<file path="config.mk">
export PLATFORM = sky130hd
export DESIGN_NAME = cphy_sym_demapper
export DESIGN_NICKNAME = d
export VERILOG_FILES = /design/src/rtl/cphy_rx_pkg.sv /design/src/rtl/cphy_sym_sync_fsm.sv /design/src/rtl/cphy_sym_demapper.sv
export SDC_FILE = /design/constraint.sdc
export NUM_CORES = 1
export LEC_CHECK = 0
export CAP_MARGIN = 25
export CORE_MARGIN = 1
export CORE_UTILIZATION = 45
export CTS_BUF_LIST = sky130_fd_sc_hd__clkbuf_4 sky130_fd_sc_hd__clkbuf_8
export CTS_CLUSTER_SIZE = 30
export DETAILED_ROUTE_END_ITERATION = 7
export HOLD_SLACK_MARGIN = 0.05
export PLACE_DENSITY = 0.68
export SETUP_SLACK_MARGIN = 0.4
export SYNTH_ARGS = -nofsm -noshare
export SYNTH_HDL_FRONTEND = slang
export SYNTH_HIERARCHICAL = 1
export SYNTH_SLANG_ARGS = --single-unit
</file>
<file path="constraint.sdc">
create_clock -name RxSymbolClkHS -period 3.2 [get_ports RxSymbolClkHS]
set_input_delay 0.96 -clock RxSymbolClkHS [delete_from_list [all_inputs] [get_ports RxSymbolClkHS]]
set_output_delay 0.96 -clock RxSymbolClkHS [all_outputs]
set_load 0.01 [all_outputs]
</file>
<file path="src/rtl/cphy_rx_pkg.sv">
// Shared types and constants for the C-PHY RX symbol demapper slice.
package cphy_rx_pkg;

    typedef enum logic [1:0] {
        IDLE,
        PREAMBLE,
        SYNC,
        DATA
    } demap_state_t;

    localparam logic [2:0] SYM_PRE  = 3'd3;
    localparam logic [2:0] SYM_SYNC = 3'd4;

    localparam int unsigned SYMS_PER_WORD = 7;
    localparam logic [16:0] WORD_LIMIT    = 17'd65536;

    // Sync word in arrival order; index 0 is the first symbol received.
    localparam logic [0:6][2:0] SYNC_WORD = {3'd3, 3'd4, 3'd4, 3'd4, 3'd4, 3'd4, 3'd3};

    // Positions 0 and 1 are consumed by the preamble state on the first 4.
    localparam logic [2:0] SYNC_FIRST_IDX = 3'd2;
    localparam logic [2:0] SYNC_LAST_IDX  = 3'd6;

endpackage

</file>
<file path="src/rtl/cphy_sym_sync_fsm.sv">
// Preamble and sync-word detector; pulses sync_done on the edge that
// samples the final symbol of the sync word.
module cphy_sym_sync_fsm
    import cphy_rx_pkg::*;
#(
    parameter int unsigned PREAMBLE_MIN = 7
) (
    input  logic       RxSymbolClkHS,
    input  logic       reset,
    input  logic       SymValid,
    input  logic [2:0] Sym,
    input  logic       hold,
    output logic       sync_done
);

    localparam int unsigned   PW      = $clog2(PREAMBLE_MIN + 1);
    localparam logic [PW-1:0] PRE_SAT = PW'(PREAMBLE_MIN);

    demap_state_t  state_q, state_d;
    logic [PW-1:0] pre_cnt_q, pre_cnt_d;
    logic [2:0]    sync_idx_q, sync_idx_d;

    // State, preamble counter and sync position registers.
    always_ff @(posedge RxSymbolClkHS) begin
        if (!reset) begin
            state_q    <= IDLE;
            pre_cnt_q  <= '0;
            sync_idx_q <= '0;
        end else begin
            state_q    <= state_d;
            pre_cnt_q  <= pre_cnt_d;
            sync_idx_q <= sync_idx_d;
        end
    end

    // Next-state logic; held in IDLE while the parent is in a data burst.
    always_comb begin
        state_d    = state_q;
        pre_cnt_d  = pre_cnt_q;
        sync_idx_d = sync_idx_q;
        sync_done  = 1'b0;
        if (!SymValid || hold) begin
            state_d   = IDLE;
            pre_cnt_d = '0;
        end else begin
            case (state_q)
                IDLE: begin
                    if (Sym == SYM_PRE) begin
                        state_d   = PREAMBLE;
                        pre_cnt_d = PW'(1);
                    end
                end
                PREAMBLE: begin
                    if (Sym == SYM_PRE) begin
                        if (pre_cnt_q < PRE_SAT) begin
                            pre_cnt_d = pre_cnt_q + PW'(1);
                        end
                    end else if (Sym == SYM_SYNC && pre_cnt_q >= PRE_SAT) begin
                        state_d    = SYNC;
                        sync_idx_d = SYNC_FIRST_IDX;
                    end else begin
                        state_d   = IDLE;
                        pre_cnt_d = '0;
                    end
                end
                SYNC: begin
                    if (Sym == SYNC_WORD[sync_idx_q]) begin
                        if (sync_idx_q == SYNC_LAST_IDX) begin
                            sync_done  = 1'b1;
                            state_d    = IDLE;
                            sync_idx_d = '0;
                            pre_cnt_d  = '0;
                        end else begin
                            sync_idx_d = sync_idx_q + 3'd1;
                        end
                    end else if (Sym == SYM_PRE) begin
                        state_d   = PREAMBLE;
                        pre_cnt_d = PW'(1);
                    end else begin
                        state_d   = IDLE;
                        pre_cnt_d = '0;
                    end
                end
                default: begin
                    state_d   = IDLE;
                    pre_cnt_d = '0;
                end
            endcase
        end
    end

endmodule

</file>
<file path="src/rtl/cphy_sym_demapper.sv">
// C-PHY RX symbol demapper: finds preamble/sync, then converts each group
// of seven base-5 symbols (first symbol most significant) to a 16-bit word.
module cphy_sym_demapper
    import cphy_rx_pkg::*;
#(
    parameter int unsigned PREAMBLE_MIN = 7,
    parameter int unsigned WCNT_W       = 16
) (
    input  logic              RxSymbolClkHS,
    input  logic              reset,
    input  logic              SymValid,
    input  logic [2:0]        Sym,
    output logic [15:0]       Word,
    output logic              WordValid,
    output logic              WordErr,
    output logic              CodeErr,
    output logic              SyncDet,
    output logic [WCNT_W-1:0] WordCnt,
    output logic              InBurst
);

    localparam logic [2:0] LAST_SYM = 3'(SYMS_PER_WORD - 1);

    logic        sync_done;
    logic [2:0]  sym_cnt_q;
    logic [16:0] acc_q;
    logic [16:0] acc_next;

    // InBurst doubles as the DATA-state flag; the detector idles meanwhile.
    cphy_sym_sync_fsm #(
        .PREAMBLE_MIN(PREAMBLE_MIN)
    ) u_sync (
        .RxSymbolClkHS(RxSymbolClkHS),
        .reset        (reset),
        .SymValid     (SymValid),
        .Sym          (Sym),
        .hold         (InBurst),
        .sync_done    (sync_done)
    );

    // Base-5 multiply-add of the incoming symbol onto the partial group.
    always_comb begin
        acc_next = acc_q * 17'd5 + {14'd0, Sym};
    end

    // Data-burst state, accumulator, word output and single-cycle pulses.
    always_ff @(posedge RxSymbolClkHS) begin
        if (!reset) begin
            Word      <= '0;
            WordValid <= 1'b0;
            WordErr   <= 1'b0;
            CodeErr   <= 1'b0;
            SyncDet   <= 1'b0;
            WordCnt   <= '0;
            InBurst   <= 1'b0;
            sym_cnt_q <= '0;
            acc_q     <= '0;
        end else begin
            WordValid <= 1'b0;
            WordErr   <= 1'b0;
            CodeErr   <= 1'b0;
            SyncDet   <= 1'b0;
            if (!SymValid) begin
                InBurst   <= 1'b0;
                sym_cnt_q <= '0;
                acc_q     <= '0;
                WordCnt   <= '0;
            end else if (InBurst) begin
                if (Sym > SYM_SYNC) begin
                    CodeErr   <= 1'b1;
                    InBurst   <= 1'b0;
                    sym_cnt_q <= '0;
                    acc_q     <= '0;
                end else if (sym_cnt_q == LAST_SYM) begin
                    if (acc_next < WORD_LIMIT) begin
                        Word      <= acc_next[15:0];
                        WordValid <= 1'b1;
                        if (WordCnt != '1) begin
                            WordCnt <= WordCnt + WCNT_W'(1);
                        end
                    end else begin
                        WordErr <= 1'b1;
                    end
                    sym_cnt_q <= '0;
                    acc_q     <= '0;
                end else begin
                    acc_q     <= acc_next;
                    sym_cnt_q <= sym_cnt_q + 3'd1;
                end
            end else if (sync_done) begin
                InBurst   <= 1'b1;
                SyncDet   <= 1'b1;
                sym_cnt_q <= '0;
                acc_q     <= '0;
                WordCnt   <= '0;
            end
        end
    end

endmodule

</file>
==> summary.txt, run 1 <==
Setup path
  – CP Class: in2reg
  – Setup crit end kind: flop
  – Flop-to-flop setup slack: 280 ps
  – Crit start category: input port
  – Worst EP arrival: 3240 ps
  – Req. time, crit path: 3490 ps
  – R2R Path End: WordCnt[7]
  – Critical Path Fanout Max: 5
  – Crit Reg-Reg Startpoint: acc_q[9]
  – Reg2reg path depth: 12

Placed design
  – Setup WS pre-CTS: -697 ps
  – # placed instances: 651
  – DP Wirelength: 7410 um
  – Global placement routability congestion: 0.843
  – # port buffers: 42

Clock tree
  – Worst-path clk slew: 70 ps
  – TritonCTS Sinks: 65
  – Latest clock arrival within the worst-skew pair: 360 ps
  – Max clock buf depth: 2
  – CTS Buf Count: 9
  – Root buffer cell: clkbuf_8
  – CTS Hold Bufs: 0
  – CTS tree: built
  – H-tree levels: 3

Power and ir drop
  – Logic pwr share: 4.2%
  – Power per cell area: 272 nW/um^2
  – Clock power frac: 45.3%
  – Maximum vdd drop: 0.000235 V
  – Final Power: 1.61 mW
  – Internal power: 1.24 mW
  – Part of the power in registers: 50.4%
  – Switching pwr: 361 uW
  – LEAKAGE: 2.21 nW
  – Switching share of power: 22.5%

Synthesis
  – Synth top cells by count: dfxtp_1 (65), nor2_1 (57), ha_1 (48)
  – EDFF count, synth: 0
  – YS warnings: 6
  – Synthesized instance count: 466
  – Count leader, synth: dfxtp_1
  – Top_reg_cell synth: dfxtp_1
  – Cell variety after synth: 64
  – Synth Register Bits: 65
  – Post-synth ARST share: 0%
  – Syn Std Cell Area: 4090 um^2
  – Avg Cell Area, Syn: 8.79 um^2
  – Post-synthesis sequential area ratio: 31.8%
  – Syn Nets: 521
  – Synth top area share: 31.8%
  – Leading area contributor after synthesis: dfxtp_1
  – Synth area leaders: dfxtp_1 (32%), ha_1 (15%), nor2_1 (5.2%)

Global routing
  – Grt ovf: 0
  – Initial antenna violation count: 0
  – Vias in the first global route: 3765
  – Gr usage total: 23.5%
  – First-pass GRT wire length: 18000 um
  – Largest net degree at the start of global routing: 28

STA
  – Final WS setup: 252 ps
  – Worst-Margin Slew: 544 ps
  – Setup tns final: 0 ps
  – Max-slew headroom: 63.4%
  – Final Max Tran Viols: 0
  – Fmax: 339 MHz
  – RSZ-0062 raised after global routing: yes
  – Final Hold Vio Count: 0
  – Setup Skew: 12.9 ps
  – Final setup fails: 0
  – Crit share post-route: 92.1%
  – Final Critical Period: 2950 ps

Floorplan
  – Core ar.: 8760 um^2
  – Row Count: 34
  – Starting density of the core: 46.7%
  – Die Span Y: 97.4 um
  – DIE AREA: 9480 um^2
  – IO Pins: 43
  – Die X: 97.4 um

Drt
  – # DRC: 0
  – Wire length on met3: 378 um
  – DR WL met2: 5270 um
  – Metal-1 WL: 5050 um
  – Drt total wl: 10900 um
  – DR top layer: met4
  – DR WL/cell: 16.1 um
  – Vias per cell: 5.62
  – Initial DRC count: 199
  – Pre-Repair DR Iteration Count: 5
  – Final ANT Viol Nets: 0
  – Vias after detailed routing: 3795

Worst hold path
  – HP Class: reg2reg
  – Worst hold path cell count: 2
  – Hold Startpoint: u_sync/pre_cnt_q[2]
  – Hold endpoint: u_sync/pre_cnt_q[2]

Cells and area
  – Layout filler cell count: 690
  – Layout cell share with drive strength beyond 1: 30.2%
  – Fin cells: 675
  – Final #Nets: 618
  – Finished Core Util: 67.3%
  – Area Overhead vs Synth: 44.1%
  – N_diodes: 0

Status
  – Status: finished, final reports clean

Job
  – Number of max-cap violations: 0
## state kept, by name (all words and copies together), names as in the netlist, 2 cells and up
name	count
acc_q	17
WordCnt	16
Word	16
sym_cnt_q	3
u_sync/pre_cnt_q	3
u_sync/sync_idx_q	3
u_sync/state_q	2
## per-layer routing
metal / global-route usage (%) / vias up
li1: - / 1908
met1: 29.9 / 1791
met2: 39.9 / 81
met3: 4.03 / 15
met4: 8.71 / 0
met5: 0 / -
## how the worst max path moves through the flow
stage,from,endpoint,slack [ps],cells after the start
final,Sym[2],WordCnt[7],250,11
after global routing,Sym[1],Word[15],140,13
after CTS,Sym[2],WordCnt[7],270,11
after detailed placement,Sym[1],Word[15],-700,11
after global placement,Sym[1],Word[8],-610,11
after floorplan,Sym[2],Word[6],-120,11
## logic make-up (layout without fill, tap and decap cells)
logic type | Yosys count | after routing | share of synthesized area [%]
buf+inv | 25 | 126 | 3.12
xor+xnor | 16 | 16 | 3.42
compound gates | 118 | 118 | 20.8
mux | 17 | 17 | 4.16
simple gates | 176 | 176 | 21.6
fa+ha+maj | 49 | 49 | 15.2
flops | 65 | 65 | 31.8
## timing repair
action,CTS,global route
gates resized for setup,79,47
endpoints found under the setup margin,54,37
buffers inserted,6,2
gates cloned,1,0
pin swaps,30,15
## final cells by class
type                            count  area [um^2]  area share (%)
Sequential cell                    65         1310            22.3
Timing Repair Buffer              101          940            15.9
Clock inverter                      3         40.0           0.679
Tap cell                          108          135            2.29
Inverter                           10         37.5           0.636
Multi-Input combinational cell    376         3280            55.5
Clock buffer                       12          159            2.69
## worst max-delay path, cell delays in order
cell and delay (ps):
buf_8 100, ha_4 270, ha_4 210, a211oi_4 230
o211ai_2 110, a311o_1 310, a32oi_4 240, buf_12 160
nand2_4 50, or4b_1 470, a21oi_1 130
## cells in the final DEF (no fill, tap or decap), drive strengths merged, types with 8 or more instances in the layout
master / instances
a21oi: 23
ha: 48
inv: 10
and3: 9
clkdlybuf4s50: 39
o21ai: 26
a22oi: 14
o211ai: 8
mux2i: 17
nand3: 11
clkbuf: 12
buf: 62
xnor2: 9
dfxtp: 65
nor2: 57
nand2: 39
nor2b: 20
## power by group through the flow
stage,combinational [mW],clock (mW),sequential [mW]
4_1_cts,0.0636,0.747,0.809
3_3_place_gp,0.0587,0,0.828
6_report,0.0681,0.728,0.810
5_1_grt,0.0738,0.777,0.809
2_1_floorplan,0.0303,0,0.828
3_5_place_dp,0.0599,0,0.828
## through the flow
stage | area (um^2) | hold slack, ps
floorplan | 4170 | 450
finish | 5900 | 495
global placement | 5030 | 462
detailed placement | 5030 | 486
global route | 5900 | 526
CTS | 5680 | 497
(Power assumes the default switching activity.)
==> run 2, diff against run 1 <==
--- a/config.mk
+++ b/config.mk
@@ -11,8 +11,8 @@
 export CTS_BUF_LIST = sky130_fd_sc_hd__clkbuf_4 sky130_fd_sc_hd__clkbuf_8
 export CTS_CLUSTER_SIZE = 30
 export DETAILED_ROUTE_END_ITERATION = 7
+export DONT_BUFFER_PORTS = 1
 export HOLD_SLACK_MARGIN = 0.05
-export PLACE_DENSITY = 0.68
 export SETUP_SLACK_MARGIN = 0.4
 export SYNTH_ARGS = -nofsm -noshare
 export SYNTH_HDL_FRONTEND = slang
==> summary.txt, run 2 (synthesis gave the netlist of run 1 again) <==
STA
  – RSZ-0062 raised after global routing: yes
  – Final Hold Vio Count: 0 (unchanged)
  – Fmax: 349 MHz (+3.0%)
  – Setup Skew: 12.6 ps (-0.304 ps)
  – Hold WS: 488 ps (-6.19 ps)
  – Crit share post-route: 89.5% (-2.7 points)
  – Setup tns final: 0 ps (unchanged)
  – Max-slew headroom: 56.0% (-7.4 points)
  – Worst-Margin Slew: 660 ps (+116 ps)
  – Final Critical Period: 2860 ps (-85.9 ps)
  – Final setup fails: 0 (unchanged)
  – Final Max Tran Viols: 0 (unchanged)

Cells and area
  – Multi-input gate area: 3180 um^2 (-3.0%)
  – Final #Nets: 558 (-9.7%)
  – Most frequent cells in the layout: nor2_1 (56), dfxtp_1 (54), nand2_1 (36)
  – N_diodes: 0 (unchanged)
  – Largest regs: acc_q x17, WordCnt x16, Word x16
  – Area Overhead vs Synth: 28.1%
  – Number of flip-flops in the largest register: 17 (unchanged)
  – Layout cell share with drive strength beyond 1: 27.4% (-2.8 points)
  – Commonest non-fill, non-tap cell in the layout: nor2_1
  – Fin cells: 616 (-8.7%)
  – Layout filler cell count: 738 (+7.0%)
  – Largest reg by FF count: acc_q
  – Register area: 1320 um^2 (+0.48%)
  – Final Cell Area: 5250 um^2 (-11%)

Drt
  – Wire length on met3: 420 um (+11%)
  – Initial DRC count: 130 (-35%)
  – Vias after detailed routing: 3557 (-6.3%)
  – Vias per cell: 5.77 (+2.7%)
  – Pre-Repair DR Iteration Count: 5 (unchanged)
  – DR WL/cell: 16.5 um (+2.6%)
  – Drt total wl: 10200 um (-6.3%)
  – DR WL met2: 4710 um (-10%)
  – DR top layer: met4
  – # DRC: 0 (unchanged)
  – Metal-1 WL: 4890 um (-3.1%)
  – Final ANT Viol Nets: 0 (unchanged)

Floorplan
  – Starting density of the core: 46.7% (unchanged)
  – IO Pins: 43 (unchanged)
  – Die X: 97.4 um (unchanged)
  – Die Span Y: 97.4 um (unchanged)
  – Core ar.: 8760 um^2 (unchanged)
  – Row Count: 34 (unchanged)
  – DIE AREA: 9480 um^2 (unchanged)

Setup path
  – Worst EP arrival: 3140 ps (-100 ps)
  – Critical Path Max Stage Delay: 470 ps (about the same)
  – Setup crit end kind: flop
  – Crit Reg-Reg Startpoint: acc_q[2]
  – Req. time, crit path: 3480 ps (about the same)
  – Delay-heaviest family, CP: compound AO/OA/AOI/OAI gates
  – Crit start category: flop
  – Crit path from: acc_q[2]
  – CP Class: reg2reg
  – CP max-delay cell: or4b_1
  – Most common cell on crit path: ha_4
  – Critical Path Fanout Max: 5 (unchanged)
  – CP bufs+invs: 1 (-1)
  – Sequence of cells on the critical path: ha_4 -> ha_4 -> ha_4 -> a211oi_4 -> o211ai_2 -> a311o_1 -> a32oi_4 -> buf_12 -> nand2_4 -> or4b_1 -> a21oi_1

Power and ir drop
  – Switching pwr: 370 uW (+2.5%)
  – LEAKAGE: 1.94 nW (-12%)
  – Maximum vdd drop: 0.000279 V (+18%)
  – Logic pwr share: 2.6% (-1.6 points)
  – Clock power frac: 46.2% (+0.9 points)
  – Power per cell area: 301 nW/um^2 (+10%)
  – Part of the power in registers: 51.2% (+0.8 points)
  – Switching share of power: 23.5% (+0.98 points)
  – Internal power: 1.21 mW (-3.0%)

Clock tree
  – CTS tree: built
  – Root buffer cell: clkbuf_8
  – TritonCTS Sinks: 65 (unchanged)
  – Max clock buf depth: 2 (unchanged)
  – CTS Buf Count: 9 (unchanged)
  – Worst-path clk slew: 80 ps (about the same)
  – H-tree levels: 3 (unchanged)
  – Latest clock arrival within the worst-skew pair: 350 ps (about the same)

Global routing
  – Vias in the first global route: 3513 (-6.7%)
  – Gr usage total: 22.1% (-1.4 points)
  – Grt ovf: 0 (unchanged)
  – Initial antenna violation count: 0 (unchanged)
  – First-pass GRT wire length: 17200 um (-4.7%)
  – Largest net degree at the start of global routing: 29 (+3.6%)

Placed design
  – Global placement routability congestion: 0.822 (-2.5%)
  – Placed cell area: 4470 um^2 (-11%)
  – # port buffers: 0 (-100%)
  – DP Wirelength: 7060 um (-4.8%)
  – # placed instances: 590 (-9.4%)

Job
  – Number of max-cap violations: 0 (unchanged)

Worst hold path
  – HP Class: reg2reg
  – Hold Startpoint: u_sync/pre_cnt_q[2]

Status
  – Status: finished, final reports clean
run 2: cell types whose count changed in the layout (fill, tap and decap cells not counted), sizes merged:
cell | before | now
buf | 62 | 40
clkbuf | 12 | 11
clkdlybuf4s50 | 39 | 0
clkinv | 2 | 3
clkinvlp | 0 | 2
run 2: final cells by class:
type | count | share of cell area (%)
clock inverter | 6 | 1.29
tap | 108 | 2.58
multi-input combinational | 376 | 60.6
inverter | 10 | 0.715
sequential | 65 | 25.2
clock buffer | 10 | 2.62
timing repair buffer | 41 | 7.06
run 2: metrics by stage:
step                      worst slack (ps)  utilization (%)  power (mW)
after floorplan                       -123                -       0.858
after global placement               -86.2             51.0       0.866
after detailed placement              -151             51.0       0.866
after CTS                              326             58.2        1.59
after global routing                   234             59.9        1.63
final                                  337             59.9        1.58
run 2: power groups by stage:
stage | Clock [mW] | Sequential [mW] | Combinational [mW]
6_report | 0.728 | 0.808 | 0.0411
5_1_grt | 0.776 | 0.808 | 0.0457
4_1_cts | 0.746 | 0.808 | 0.0378
3_5_place_dp | 0 | 0.828 | 0.0374
3_3_place_gp | 0 | 0.828 | 0.0373
2_1_floorplan | 0 | 0.828 | 0.0303
run 2: final timing paths:
path,endpoint,cells past startpoint,slack [ps]
max,WordCnt[7],11,340
min,u_sync/pre_cnt_q[2],2,490
max reg2reg,WordCnt[7],11,340
min reg2reg,u_sync/pre_cnt_q[2],2,490
run 2: repair_timing:
item,4_1_cts,5_1_grt
gates cloned,0,2
hold buffers,0,0
resized for setup,54,26
setup endpoints to repair,37,33
pin swaps,19,21
buffers inserted,5,3
run 2: worst reg2reg max path, delay by kind of cell (launching register included):
family | cells | cell delay [ps]
flops | 1 | 390
compound gates | 5 | 1040
simple gates | 2 | 510
buf+inv | 1 | 160
fa+ha+maj | 3 | 710
run 2: routing by layer:
layer / vias up / GRT usage [%]
li1: 1786 / -
met1: 1678 / 29.4
met2: 80 / 36.3
met3: 13 / 4.39
met4: 0 / 6.56
met5: - / 0
